[src/rtl/jtframe_ram_fill_if.sv]
// jtframe_ram_fill_if: command, stream and RAM write port bundle for jtframe_ram_fill
// master: command source / stream producer / RAM consumer side
// slave : the fill engine (drives din_ready, ram_*, busy, done and optional chk)
// Optional JTFRAME_RAM_FILL_CHK_EN adds the 16-bit chk signal
interface jtframe_ram_fill_if #(parameter int dw = 8, parameter int aw = 10);
   logic          start, clr, abort, din_valid, din_ready, ram_we, busy, done;
   logic [dw-1:0] fill_val, din, ram_data;
   logic [aw-1:0] base, ram_addr;
   logic [aw:0]   len;
`ifdef JTFRAME_RAM_FILL_CHK_EN
   logic [15:0]   chk;
   modport master(output start, clr, fill_val, base, len, abort, din, din_valid,
                  input din_ready, ram_addr, ram_data, ram_we, busy, done, chk);
   modport slave(input start, clr, fill_val, base, len, abort, din, din_valid,
                 output din_ready, ram_addr, ram_data, ram_we, busy, done, chk);
`else
   modport master(output start, clr, fill_val, base, len, abort, din, din_valid,
                  input din_ready, ram_addr, ram_data, ram_we, busy, done);
   modport slave(input start, clr, fill_val, base, len, abort, din, din_valid,
                 output din_ready, ram_addr, ram_data, ram_we, busy, done);
`endif
endinterface

[src/rtl/jtframe_ram_fill.sv]
// jtframe_ram_fill: writes a stream (copy) or a constant (clear) into a RAM address window
// clk, rst : single clock, synchronous active-high reset
// bus      : slave side of jtframe_ram_fill_if (command, stream, registered RAM write port, busy/done)
// JTFRAME_RAM_FILL_CHK_EN adds bus.chk, a 16-bit running sum of written data
module jtframe_ram_fill #(parameter int dw = 8, parameter int aw = 10) (
   input logic           clk,
   input logic           rst,
   jtframe_ram_fill_if.slave bus
);
   typedef enum logic [1:0] {IDLE, RUN, DONE} state_t;
   state_t        r_state, w_next;
   logic          r_clr, r_we, w_wr, w_ready, w_load;
   logic [dw-1:0] r_fill, r_data, w_data;
   logic [aw-1:0] r_cnt, r_addr;
   logic [aw:0]   r_rem;
`ifdef JTFRAME_RAM_FILL_CHK_EN
   logic [15:0]   r_chk;
   assign bus.chk = r_chk;
`endif
   assign bus.din_ready = w_ready;
   assign bus.ram_we    = r_we;
   assign bus.ram_addr  = r_addr;
   assign bus.ram_data  = r_data;
   assign bus.busy      = r_state != IDLE;
   assign bus.done      = r_state == DONE;
   assign w_load        = r_state == IDLE && bus.start;
   assign w_data        = r_clr ? r_fill : bus.din;
   always_ff @(posedge clk)
      r_state <= rst ? IDLE : w_next;
   // abort blocks both the beat handshake and the write of the current cycle
   always_comb begin
      w_next  = r_state;
      w_ready = 1'b0;
      w_wr    = 1'b0;
      case (r_state)
         IDLE: if (bus.start) w_next = bus.len == '0 ? DONE : RUN;
         RUN: begin
            w_ready = !r_clr && !bus.abort;
            w_wr    = !bus.abort && (r_clr || bus.din_valid);
            w_next  = bus.abort ? IDLE : (w_wr && r_rem == (aw+1)'(1)) ? DONE : RUN;
         end
         default: w_next = IDLE;
      endcase
   end
   always_ff @(posedge clk) begin
      if (rst) begin
         r_we   <= 1'b0;
         r_addr <= '0;
         r_data <= '0;
         r_clr  <= 1'b0;
         r_fill <= '0;
         r_cnt  <= '0;
         r_rem  <= '0;
`ifdef JTFRAME_RAM_FILL_CHK_EN
         r_chk  <= '0;
`endif
      end else begin
         r_we <= w_wr;
         if (w_load) begin
            r_clr  <= bus.clr;
            r_fill <= bus.fill_val;
            r_cnt  <= bus.base;
            r_rem  <= bus.len;
`ifdef JTFRAME_RAM_FILL_CHK_EN
            r_chk  <= '0;
`endif
         end
         if (w_wr) begin
            r_addr <= r_cnt;
            r_data <= w_data;
            r_cnt  <= r_cnt + aw'(1);
            r_rem  <= r_rem - (aw+1)'(1);
`ifdef JTFRAME_RAM_FILL_CHK_EN
            r_chk  <= r_chk + 16'(w_data);
`endif
         end
      end
   end
endmodule

[src/flat_wrapper.sv]
// flat-port wrapper written by rule: the top's interface ports become plain ports
module jtframe_ram_fill_flat 
#(parameter int dw = 8, parameter int aw = 10)
  (clk, rst, bus_start, bus_clr, bus_fill_val, bus_base, bus_len, bus_abort, bus_din, bus_din_valid, bus_din_ready, bus_ram_addr, bus_ram_data, bus_ram_we, bus_busy, bus_done);
  jtframe_ram_fill_if #(.dw(dw), .aw(aw)) bus_i ();
  input logic clk;
  input logic rst;
  input wire logic [$bits(bus_i.start)-1:0] bus_start;
  input wire logic [$bits(bus_i.clr)-1:0] bus_clr;
  input wire logic [$bits(bus_i.fill_val)-1:0] bus_fill_val;
  input wire logic [$bits(bus_i.base)-1:0] bus_base;
  input wire logic [$bits(bus_i.len)-1:0] bus_len;
  input wire logic [$bits(bus_i.abort)-1:0] bus_abort;
  input wire logic [$bits(bus_i.din)-1:0] bus_din;
  input wire logic [$bits(bus_i.din_valid)-1:0] bus_din_valid;
  output wire logic [$bits(bus_i.din_ready)-1:0] bus_din_ready;
  output wire logic [$bits(bus_i.ram_addr)-1:0] bus_ram_addr;
  output wire logic [$bits(bus_i.ram_data)-1:0] bus_ram_data;
  output wire logic [$bits(bus_i.ram_we)-1:0] bus_ram_we;
  output wire logic [$bits(bus_i.busy)-1:0] bus_busy;
  output wire logic [$bits(bus_i.done)-1:0] bus_done;
  assign bus_i.start = bus_start;
  assign bus_i.clr = bus_clr;
  assign bus_i.fill_val = bus_fill_val;
  assign bus_i.base = bus_base;
  assign bus_i.len = bus_len;
  assign bus_i.abort = bus_abort;
  assign bus_i.din = bus_din;
  assign bus_i.din_valid = bus_din_valid;
  assign bus_din_ready = bus_i.din_ready;
  assign bus_ram_addr = bus_i.ram_addr;
  assign bus_ram_data = bus_i.ram_data;
  assign bus_ram_we = bus_i.ram_we;
  assign bus_busy = bus_i.busy;
  assign bus_done = bus_i.done;
  jtframe_ram_fill #(.dw(dw), .aw(aw)) u_core (.clk(clk), .rst(rst), .bus(bus_i));
endmodule
[config.mk]
export PLATFORM = sky130hd
export DESIGN_NAME = jtframe_ram_fill_flat
export DESIGN_NICKNAME = d
export VERILOG_FILES = /design/src/rtl/jtframe_ram_fill_if.sv /design/src/rtl/jtframe_ram_fill.sv /design/src/flat_wrapper.sv
export SDC_FILE = /design/constraint.sdc
export NUM_CORES = 1
export LEC_CHECK = 0
export CORE_AREA = 2 2 78 80
export CTS_CLUSTER_DIAMETER = 200
export CTS_CLUSTER_SIZE = 8
export DETAILED_ROUTE_END_ITERATION = 6
export DIE_AREA = 0 0 80 82
export MAX_ROUTING_LAYER = met4
export PLACE_DENSITY = 0.83
export SLEW_MARGIN = 30
export SYNTH_ARGS = -nofsm -noshare
export SYNTH_HDL_FRONTEND = slang
export SYNTH_SLANG_ARGS = --single-unit
export TNS_END_PERCENT = 100
[constraint.sdc]
create_clock -name clk -period 2 [get_ports clk]
set_clock_uncertainty 0.15 [all_clocks]
set_input_delay 0.2 -clock clk [delete_from_list [all_inputs] [get_ports clk]]
set_output_delay 0.2 -clock clk [all_outputs]
set_load 0.01 [all_outputs]
# Word-level counts from Yosys, hierarchy flattened
# Cells that the tools add are included.
# word_totals
ff_bits,51
in_bits,43
out_inout_bits,22
word_cells,37
# classes
addsub,2
eq_ne,4
n_mux,12
n_reduce_logical,11
# op_table
cell,n
11-bit two-way mux,2
10-bit two-way mux,2
"11-bit by 1-bit equality test with 1-bit output, second input constant",1
11-bit zero test,1
"11-bit by 1-bit subtractor with 11-bit output, second input constant",1
"10-bit by 1-bit adder with 10-bit output, second input constant",1
2-bit two-way mux,4
8-bit two-way mux,1
1-bit logical AND,4
2-bit case mux with 2 select lines,1
2-bit nonzero test,2
"2-bit by 1-bit equality test with 1-bit output, second input constant",1
"2-bit equality test, second input constant",1
1-bit zero test,2
2-bit zero test,1
1-bit two-way mux,2
"2-bit != test, second input constant",1
1-bit logical OR,1

# Logic depth before layout (Yosys ltp)
# Gate-level depths: netlist of run 1.
# depth
ltp_word,6
mapped_depth,6
ltp_nobuf,6

# Worst setup path before layout of run 1
# Ideal clock, no wire load.
# synth_timing
path_type,register to register
from,reg u_core.r_rem[0]
to,reg u_core.r_rem[10]
setup_ps,74
arrival_time_ps,1713
required_ps,1776
path_slack_ps,63
stages_incl_launch_ff,6
n_path_buf,0
period_less_slack_ps,1937
path_cell_list,dfxtp_1 inv_1 ha_1 or4b_1 or4_1 a31oi_1
# synth_between
elab_chain_cells,2
# synth_lines
element,line_no,rtl
start: declaration,jtframe_ram_fill.sv:15,logic [aw:0] r_rem;
start signal: assignment,jtframe_ram_fill.sv:63,r_rem <= bus.len;
start signal: assignment,jtframe_ram_fill.sv:72,r_rem <= r_rem - (aw+1)'(1);
11-bit by 1-bit subtractor with 11-bit output,jtframe_ram_fill.sv:72,
11-bit two-way mux,jtframe_ram_fill.sv:68,if (w_wr) begin
# Every way passes these cells.
# A chain may end at the register's enable or synchronous reset.

# Worst setup path in the final report of run 1
# Same ends and word-level chain as after synthesis.

==> impl_metrics.ini, run 1 <==
[clock_network]
tritoncts = built
cts_root_buffer = clkbuf_8
cts_buffers = 5
cts_hold_buf = 0
clock_latency_ps = 300
clock_path_buffers = 2
cts_max_level = 2
clk_pin_slew_ps = 90
numClockSinks = 51
post_cts_buffers = 0

[finish]
antenna_cells = 0
drive_gt1_share_pct = 13.3
layout.nets = 422
area_delta_synth_final_pct = 42.1
final_util_pct = 59.4

[worst_setup_path]
crit_family = simple AND/OR/NAND/NOR gates
reg2reg_depth = 5
ff2ff_setup_slack_ps = 60
worstSetupStartpointType = flip-flop
crit_chain = inv_2 > ha_2 > or4b_4 > or4_1 > a31oi_1
slowest_delay_ps = 470
critPathCaptureType = flip-flop
slowest_stage = or4b_4
crit_required_ps = 2080
reg2reg_to = u_core.r_rem[10]
worstPathMaxFanout = 4
worst-path-buf-inv = 1
crit_type = reg2reg
cp.arrival_ps = 2020
reg2reg_from = u_core.r_rem[0]

[sta]
finalSetupViolCount = 0
post-route-min-period_ps = 1940
final-hold-violation-count = 0
fmax_mhz = 516
tightest_slew_ps = 595
drv_slew = 0
period_share_pct = 96.9
relSlewSlack_pct = 60.0
worst_hold_slack_ps = 183

[detailed_routing]
wl_per_cell_um = 14.5
routed_wl_um = 6540
antenna_left = 0
drt-initial-drc-count = 177
vias_per_cell = 5.58
drc = 0
firstDrtPassIters = 6
vias = 2523

[placement]
place.gp.congestion = 0.881
port_buffers = 64
hpwl_um = 4830

[power_and_ir_drop]
leakage_nw = 1.21
power.total_w = 0.00213
ir_drop_v = 0.000335
power_density_nw_per_um2 = 625

[yosys]
synthTopCellsByArea = dfxtp_1, nand2_1, a21oi_1, mux2i_1, nor2_1
synth-async-reset-ratio_pct = 0
synth_cell_type_count = 47
synthCells = 294
netlist.area_leader.share_pct = 42.5
avgSynthCellArea_sq_um = 8.17
synth_seq_area_share_pct = 42.5
synth_commonest_cells = dfxtp_1, nand2_1, a21oi_1, nor2_1, clkbuf_1
syn_area_sq_um = 2400
synth_area_leader_cell = dfxtp_1
synth_edf_count = 0
ys_ff_latch = 51
synth_nets = 340
yosysMostFrequentCell = dfxtp_1
yosysWarnings = 0
synth_ff_type = dfxtp_1

[min_path]
hp-start = rst
hold_class = in2reg
min_to = u_core.bus.ram_we
hold_depth = 2

[global_route]
grt_overflow = 0
grt_max_degree = 26
grt_pass1_vias = 2345
track_usage_pct = 20.6
grt_pass1_wl_um = 10400
antenna_found_initial = 0

[floorplan]
die_y_um = 82
dieWidth_um = 80
ioPinCount = 65
rows = 28
core-area_sq_um = 5750
start_util_pct = 41.8
die_area_sq_um = 6560

[outcome]
status = finished, final reports clean

[run]
max_cap_violations = 0
## area by class of cell
class | instances | area [sq um]
fill | 534 | 2330
sequential | 51 | 1020
inverter | 9 | 33.8
clock inverter | 1 | 5.00
timing repair buffer | 94 | 897
clock buffer | 7 | 76.3
tap | 75 | 93.8
multi-input combinational | 215 | 1280
## layout by cell type (no fill, tap or decap), types with 3 or more instances in the layout
cell,netlist,final
nand4_1,3,3
inv_1,9,7
nand3_1,6,6
a311oi_1,5,5
dfxtp_1,51,50
o21ai_0,8,8
or3_1,4,4
nor2_1,21,21
nand2_1,50,50
clkdlybuf4s50_1,0,62
a22oi_1,5,5
o311ai_0,4,4
buf_12,0,3
a32oi_1,3,3
a31oi_1,5,5
mux2i_1,8,8
clkbuf_8,0,5
and4_1,3,3
a21oi_1,33,33
nor3_1,6,6
buf_4,2,27
nor4_1,7,7
or4_1,3,3
a211oi_1,9,9
and3_1,3,3
## report_power, final
part	internal [W]	total, W	switching (W)
Clock	0.000246	0.000572	0.000326
Combinational	0.000233	0.000444	0.000211
Sequential	0.00107	0.00112	0.0000469
## per-stage QoR
step | setup TNS [ps] | instances | cell area (sq um) | worst slack (ps)
floorplan | 0 | 294 | 2400 | 62.9
global placement | -501 | 444 | 3320 | -129
detailed placement | -1800 | 444 | 3320 | -229
CTS | 0 | 452 | 3400 | 3.52
global route | -2.56 | 452 | 3410 | -2.56
finish | 0 | 452 | 3410 | 62.7
## registers in the layout, summed over array words and instances (netlist names)
name / cells
u_core.r_rem: 11
u_core.bus.ram_data: 8
u_core.r_state: 2
u_core.r_fill: 8
u_core.bus.ram_addr: 10
u_core.bus.ram_we: 1
u_core.r_clr: 1
u_core.r_cnt: 10
## cell families after synthesis
logic type / synth area share (%)
AO/OA/AOI/OAI: 21.7
adder cells (fa/ha/maj): 1.56
buffers and inverters: 4.79
flip-flops: 42.5
multiplexers: 3.34
AND/OR/NAND/NOR: 26.1
## layer usage
metal  part of all wire [%]  vias up  GRT usage, %
met5                      0        -             -
met1                     42     1188          25.0
met4                    1.1        0          6.78
met3                    7.2        8          4.07
li1                       -     1234             -
met2                     50       93          34.7
## worst max path at each step
stage,start,slack [ps],cells after the start,to
after floorplan,u_core.r_rem[0],60,5,u_core.r_rem[10]
after global placement,bus_abort,-130,5,u_core.r_rem[8]
after detailed placement,bus_abort,-230,5,u_core.r_rem[8]
after CTS,u_core.r_rem[0],4,5,u_core.r_rem[10]
after global routing,u_core.r_rem[7],-3,4,u_core.r_state[0]
final,u_core.r_rem[0],60,5,u_core.r_rem[10]
## worst reg2reg max path, delay by kind of cell (launching register included)
kind | cells | cell delay (ps)
buffers and inverters | 1 | 80
DFF | 1 | 350
adders and majority gates | 1 | 190
AOI/OAI and AO/OA | 1 | 160
and+or+nand+nor | 2 | 940
## timing repair
action / CTS / global route
setup endpoints to repair: 3 / 3
cloned: 0 / 0
resized for setup: 2 / 5
Note: power is estimated with default switching activity, not from simulation.
==> inputs of run 2 (changes only) <==
CAP_MARGIN = 20   (was unset)
CORE_AREA = 2 2 74 76   (was 2 2 78 80)
DIE_AREA = 0 0 76 78   (was 0 0 80 82)
PLACE_DENSITY = 0.87   (was 0.83)
clock period = 2.1 ns   (was 2 ns; I/O delays follow)
==> impl_metrics.ini, run 2 (same netlist as run 1, synthesis figures left out) <==
[worst_setup_path]
worstPathMaxFanout = 4
reg2reg_depth = 5
worstSetupStartpointType = flip-flop
reg2reg_from = u_core.r_rem[0]
crit_chain = inv_1 > ha_4 > or4b_4 > or4_1 > a31oi_1
crit_required_ps = 2190
slowest_delay_ps = 470
slowest_stage = or4b_4
critPathCaptureType = flip-flop
crit_start = u_core.r_rem[0]
crit_type = reg2reg
cp.arrival_ps = 2100

[sta]
relSlewSlack_pct = 58.5
fmax_mhz = 496
drv_slew = 0
worst_hold_slack_ps = 291
post-route-min-period_ps = 2010
tightest_slew_ps = 617
period_share_pct = 95.9
final-hold-violation-count = 0
finalSetupViolCount = 0
final.setup.tns_ps = 0

[placement]
port_buffers = 64
place.gp.congestion = 0.885
placedCellCount = 429
hpwl_um = 4530

[global_route]
track_usage_pct = 21.9
grt_overflow = 0
grt_pass1_vias = 2229
antenna_found_initial = 0
grt_pass1_wl_um = 10300
grt_max_degree = 50

[detailed_routing]
vias = 2416
drt-initial-drc-count = 270
vias_per_cell = 5.53
routed_wl_um = 6290
firstDrtPassIters = 4
wl_per_cell_um = 14.4
antenna_left = 0
drc = 0

[floorplan]
ioPinCount = 65
die_y_um = 78
dieWidth_um = 76
start_util_pct = 47.6
die_area_sq_um = 5930
rows = 26
core-area_sq_um = 5040

[clock_network]
clk_pin_slew_ps = 90
clock_path_buffers = 2
cts_root_buffer = clkbuf_8
cts_max_level = 2
numClockSinks = 51
clock_latency_ps = 310
post_cts_buffers = 0
cts_buffers = 5
tritoncts = built

[finish]
mostFrequentLayoutCells = clkdlybuf4s50_1, dfxtp_1, nand2_1
instances_no_fill = 437
layout_commonest_cell = clkdlybuf4s50_1
layout.nets = 412
top_register = u_core.r_rem
final_util_pct = 66.3
antenna_cells = 0
drive_gt1_share_pct = 10.1
area_delta_synth_final_pct = 39.2
largest_reg_flops = 11

[power_and_ir_drop]
power_density_nw_per_um2 = 645
ir_drop_v = 0.000442
leakage_nw = 1.18

[min_path]
hp-start = bus_fill_val[4]
hold_depth = 3
hold_class = in2reg

[outcome]
status = finished, final reports clean

[run]
max_cap_violations = 0
[run 2: changes by cell type in the layout (fill, tap and decap cells not counted), sizes merged]
cell	delta
buf	-11
clkdlybuf4s50	+1
clkinv	+1
bufinv	+1
clkbuf	-2
[run 2: final timing paths]
kind,slack (ps),endpoint
worst max-delay path,90,u_core.r_rem[10]
worst max register to register,90,u_core.r_rem[10]
worst min register to register,310,u_core.bus.ram_addr[6]
worst min-delay path,290,u_core.r_fill[4]
[run 2: routing by layer]
metal	GRT usage, %	wire [um]	vias up	part of all wire, %
met4	4.55	63	0	1.0
li1	-	-	1214	-
met2	37.8	3050	70	48
met1	26.9	2850	1124	45
met3	4.42	323	8	5.1
met5	-	0	-	0
[run 2: where the power goes]
| group | internal (W) | switching [W] |
|---|---|---|
| Combinational | 0.000210 | 0.000194 |
| Clock | 0.000355 | 0.000335 |
| Sequential | 0.00102 | 0.0000461 |
[run 2: critical path, delay by kind of cell, from the launching register on]
family | cells | cell delay (ps)
AO/OA/AOI/OAI | 1 | 170
flip-flops | 1 | 340
buffers and inverters | 1 | 150
adder cells (fa/ha/maj) | 1 | 180
AND/OR/NAND/NOR | 2 | 940
[run 2: through the flow]
step           instance area [sq um]  power, W  worst slack, ps
6_report                        3340   0.00216             85.7
3_5_place_dp                    3220   0.00148            -52.2
3_3_place_gp                    3220   0.00147            -6.75
4_1_cts                         3330   0.00215             60.8
5_1_grt                         3340   0.00225            -2.13
2_1_floorplan                   2400   0.00128              163
[run 2: layout make-up]
cell class	instances	area (sq um)
fillers	436	1700
multi-input cells	215	1290
flip-flops and latches	51	1020
repair buffers	84	802
well taps	70	87.6
clock buffers	5	68.8
clock inverters	3	43.8
inverters	9	33.8
[run 2: repair_timing]
item / 4_1_cts / 5_1_grt
gates resized for setup: 1 / 3
hold buffers: 0 / 0
pin swaps: 0 / 1
endpoints found under the setup margin: 1 / 2
==> inputs of run 3 (changes only) <==
ABC_AREA = 1   (was unset)
CORE_AREA = 2 2 76 78   (was 2 2 74 76)
CTS_CLUSTER_DIAMETER = 50   (was 200)
DIE_AREA = 0 0 78 80   (was 0 0 76 78)
PLACE_DENSITY = 0.86   (was 0.87)
==> impl_metrics.ini, run 3 <==
[power_and_ir_drop]
power_density_nw_per_um2 = 665
ir_drop_v = 0.000346
leakage_nw = 1.42
power.total_w = 0.00224

[global_route]
grt_pass1_wl_um = 10500
grt_max_degree = 20
track_usage_pct = 21.9
grt_overflow = 0
antenna_found_initial = 0
grt_pass1_vias = 2381

[worst_setup_path]
cp.arrival_ps = 1590
reg2reg_from = u_core.r_state[1]
critPathCaptureType = primary output
worstPathMaxFanout = 3
crit_start = u_core.r_state[0]
worstSetupStartpointType = flip-flop
reg2reg_depth = 7
crit_required_ps = 1740
reg2reg_to = u_core.bus.ram_data[1]
ff2ff_setup_slack_ps = 490
crit_type = reg2out

[clock_network]
cts_max_level = 2
numClockSinks = 51
cts_root_buffer = clkbuf_8
clk_pin_slew_ps = 90
clock_latency_ps = 300
tritoncts = built
cts_buffers = 5
post_cts_buffers = 0
cts_hold_buf = 0
clock_path_buffers = 2

[detailed_routing]
drc = 0
met2WireLength_um = 3100
antenna_left = 0
vias_per_cell = 5.13
highest_layer = met4
routed_wl_um = 6360
drt-initial-drc-count = 182
firstDrtPassIters = 4
wl_per_cell_um = 12.8
vias = 2552
wl_met1_um = 2720
wl_met3_um = 443

[finish]
largest_reg_flops = 11
mostFrequentLayoutCells = nand2_1, clkdlybuf4s50_1, nor2_1
layout_commonest_cell = nand2_1
antenna_cells = 0
final_util_pct = 62.4
top_register = u_core.r_rem
drive_gt1_share_pct = 9.18
layout.nets = 470
area_delta_synth_final_pct = 32.4
fillers = 475

[min_path]
hold_depth = 2
hp-start = u_core.bus.ram_addr[1]
hold_class = reg2reg
min_to = u_core.bus.ram_addr[1]

[yosys]
synth_ff_type = dfxtp_1
synth_nets = 403
yosysWarnings = 0
synthCells = 357
synth_cell_type_count = 32
syn_area_sq_um = 2540
synth-async-reset-ratio_pct = 0
synth_commonest_cells = nand2_1, dfxtp_1, nor2_1, o21ai_0, inv_1
synthTopCellsByArea = dfxtp_1, nand2_1, o21ai_0, nor2_1, inv_1
yosysMostFrequentCell = nand2_1
synth_edf_count = 0
synth_area_leader_cell = dfxtp_1
synth_seq_area_share_pct = 40.1
avgSynthCellArea_sq_um = 7.13
netlist.area_leader.share_pct = 40.1
ys_ff_latch = 51

[sta]
final.setup.tns_ps = 0
finalSetupViolCount = 0
relSlewSlack_pct = 70.6
post-route-min-period_ps = 1950
period_share_pct = 92.8
rsz0062_at_grt = false
final-hold-violation-count = 0
drv_slew = 0
fmax_mhz = 513
tightest_slew_ps = 441

[floorplan]
rows = 27
core-area_sq_um = 5410
start_util_pct = 47.1
ioPinCount = 65
dieWidth_um = 78
die_area_sq_um = 6240
die_y_um = 80

[placement]
hpwl_um = 4730
port_buffers = 64
place.gp.congestion = 0.825

[outcome]
status = finished, final reports clean

[run]
max_cap_violations = 0
## run 3: cell count changes after synthesis, sizes merged, moves of 4 or more
cell,delta
or3,-4
a311oi,-5
nor4,-8
a22oi,-5
o21ai,+42
buf,+5
nor2,+36
clkbuf,-10
o311ai,-5
nand2,+30
a211oi,-9
nand3,+14
a21oi,-18
inv,+28
## run 3: layout make-up
class                      count  area [sq um]  area share [%]
timing repair buffer          74           716            21.2
clock inverter                 3          43.8            1.30
multi-input combinational    255          1290            38.3
sequential                    51          1020            30.3
inverter                      37           139            4.12
tap                           72          90.1            2.67
clock buffer                   5          68.8            2.04
## run 3: worst max path at each step
| stage | to | slack, ps | cells after the start |
|---|---|---|---|
| 2_1_floorplan | u_core.r_cnt[5] | 710 | 8 |
| 3_3_place_gp | u_core.bus.ram_data[6] | 210 | 8 |
| 3_5_place_dp | u_core.bus.ram_data[2] | 140 | 8 |
| 4_1_cts | bus_din_ready | 90 | 5 |
| 5_1_grt | bus_din_ready | 20 | 5 |
| 6_report | bus_din_ready | 150 | 5 |
## run 3: through the flow
stage | hold slack (ps) | cells | setup slack, ps | area, sq um
after floorplan | 227 | 357 | 706 | 2540
after global placement | 292 | 489 | 211 | 3260
after detailed placement | 297 | 489 | 144 | 3260
after CTS | 312 | 497 | 88.6 | 3370
after global routing | 339 | 497 | 22.0 | 3370
final | 309 | 497 | 151 | 3370
## run 3: metal layers
metal  GRT usage [%]  vias to the layer above
met4            8.77                        0
met3            4.64                       11
met2            36.0                       91
met5               -                        -
li1                -                     1284
met1            26.2                     1166
## run 3: logic make-up after synthesis
| kind of cell | count (synthesis) | share of synthesized area, % |
|---|---|---|
| and+or+nand+nor | 166 | 29.5 |
| DFF | 51 | 40.1 |
| muxes | 8 | 3.15 |
| adders and majority gates | 3 | 1.48 |
| buffers and inverters | 51 | 9.14 |
| AOI/OAI and AO/OA | 77 | 16.3 |
| xor gates and xnor gates | 1 | 0.344 |
## run 3: worst max-delay path, stage by stage (launching register included)
cell and delay (ps):
dfxtp_2 360, inv_2 50, nor2_4 140, nand2_4 100
nor2_1 100, clkdlybuf4s50_1 540
## run 3: report_power, final
group | switching (W) | internal, W | leakage, nW
sequential | 0.0000508 | 0.00103 | 0.419
clock | 0.000326 | 0.000355 | 0.0581
combinational | 0.000262 | 0.000217 | 0.943
## run 3: timing repair
action,4_1_cts,5_1_grt
resized for setup,0,1
setup endpoints to repair,0,1
endpoints found under the hold margin,0,0
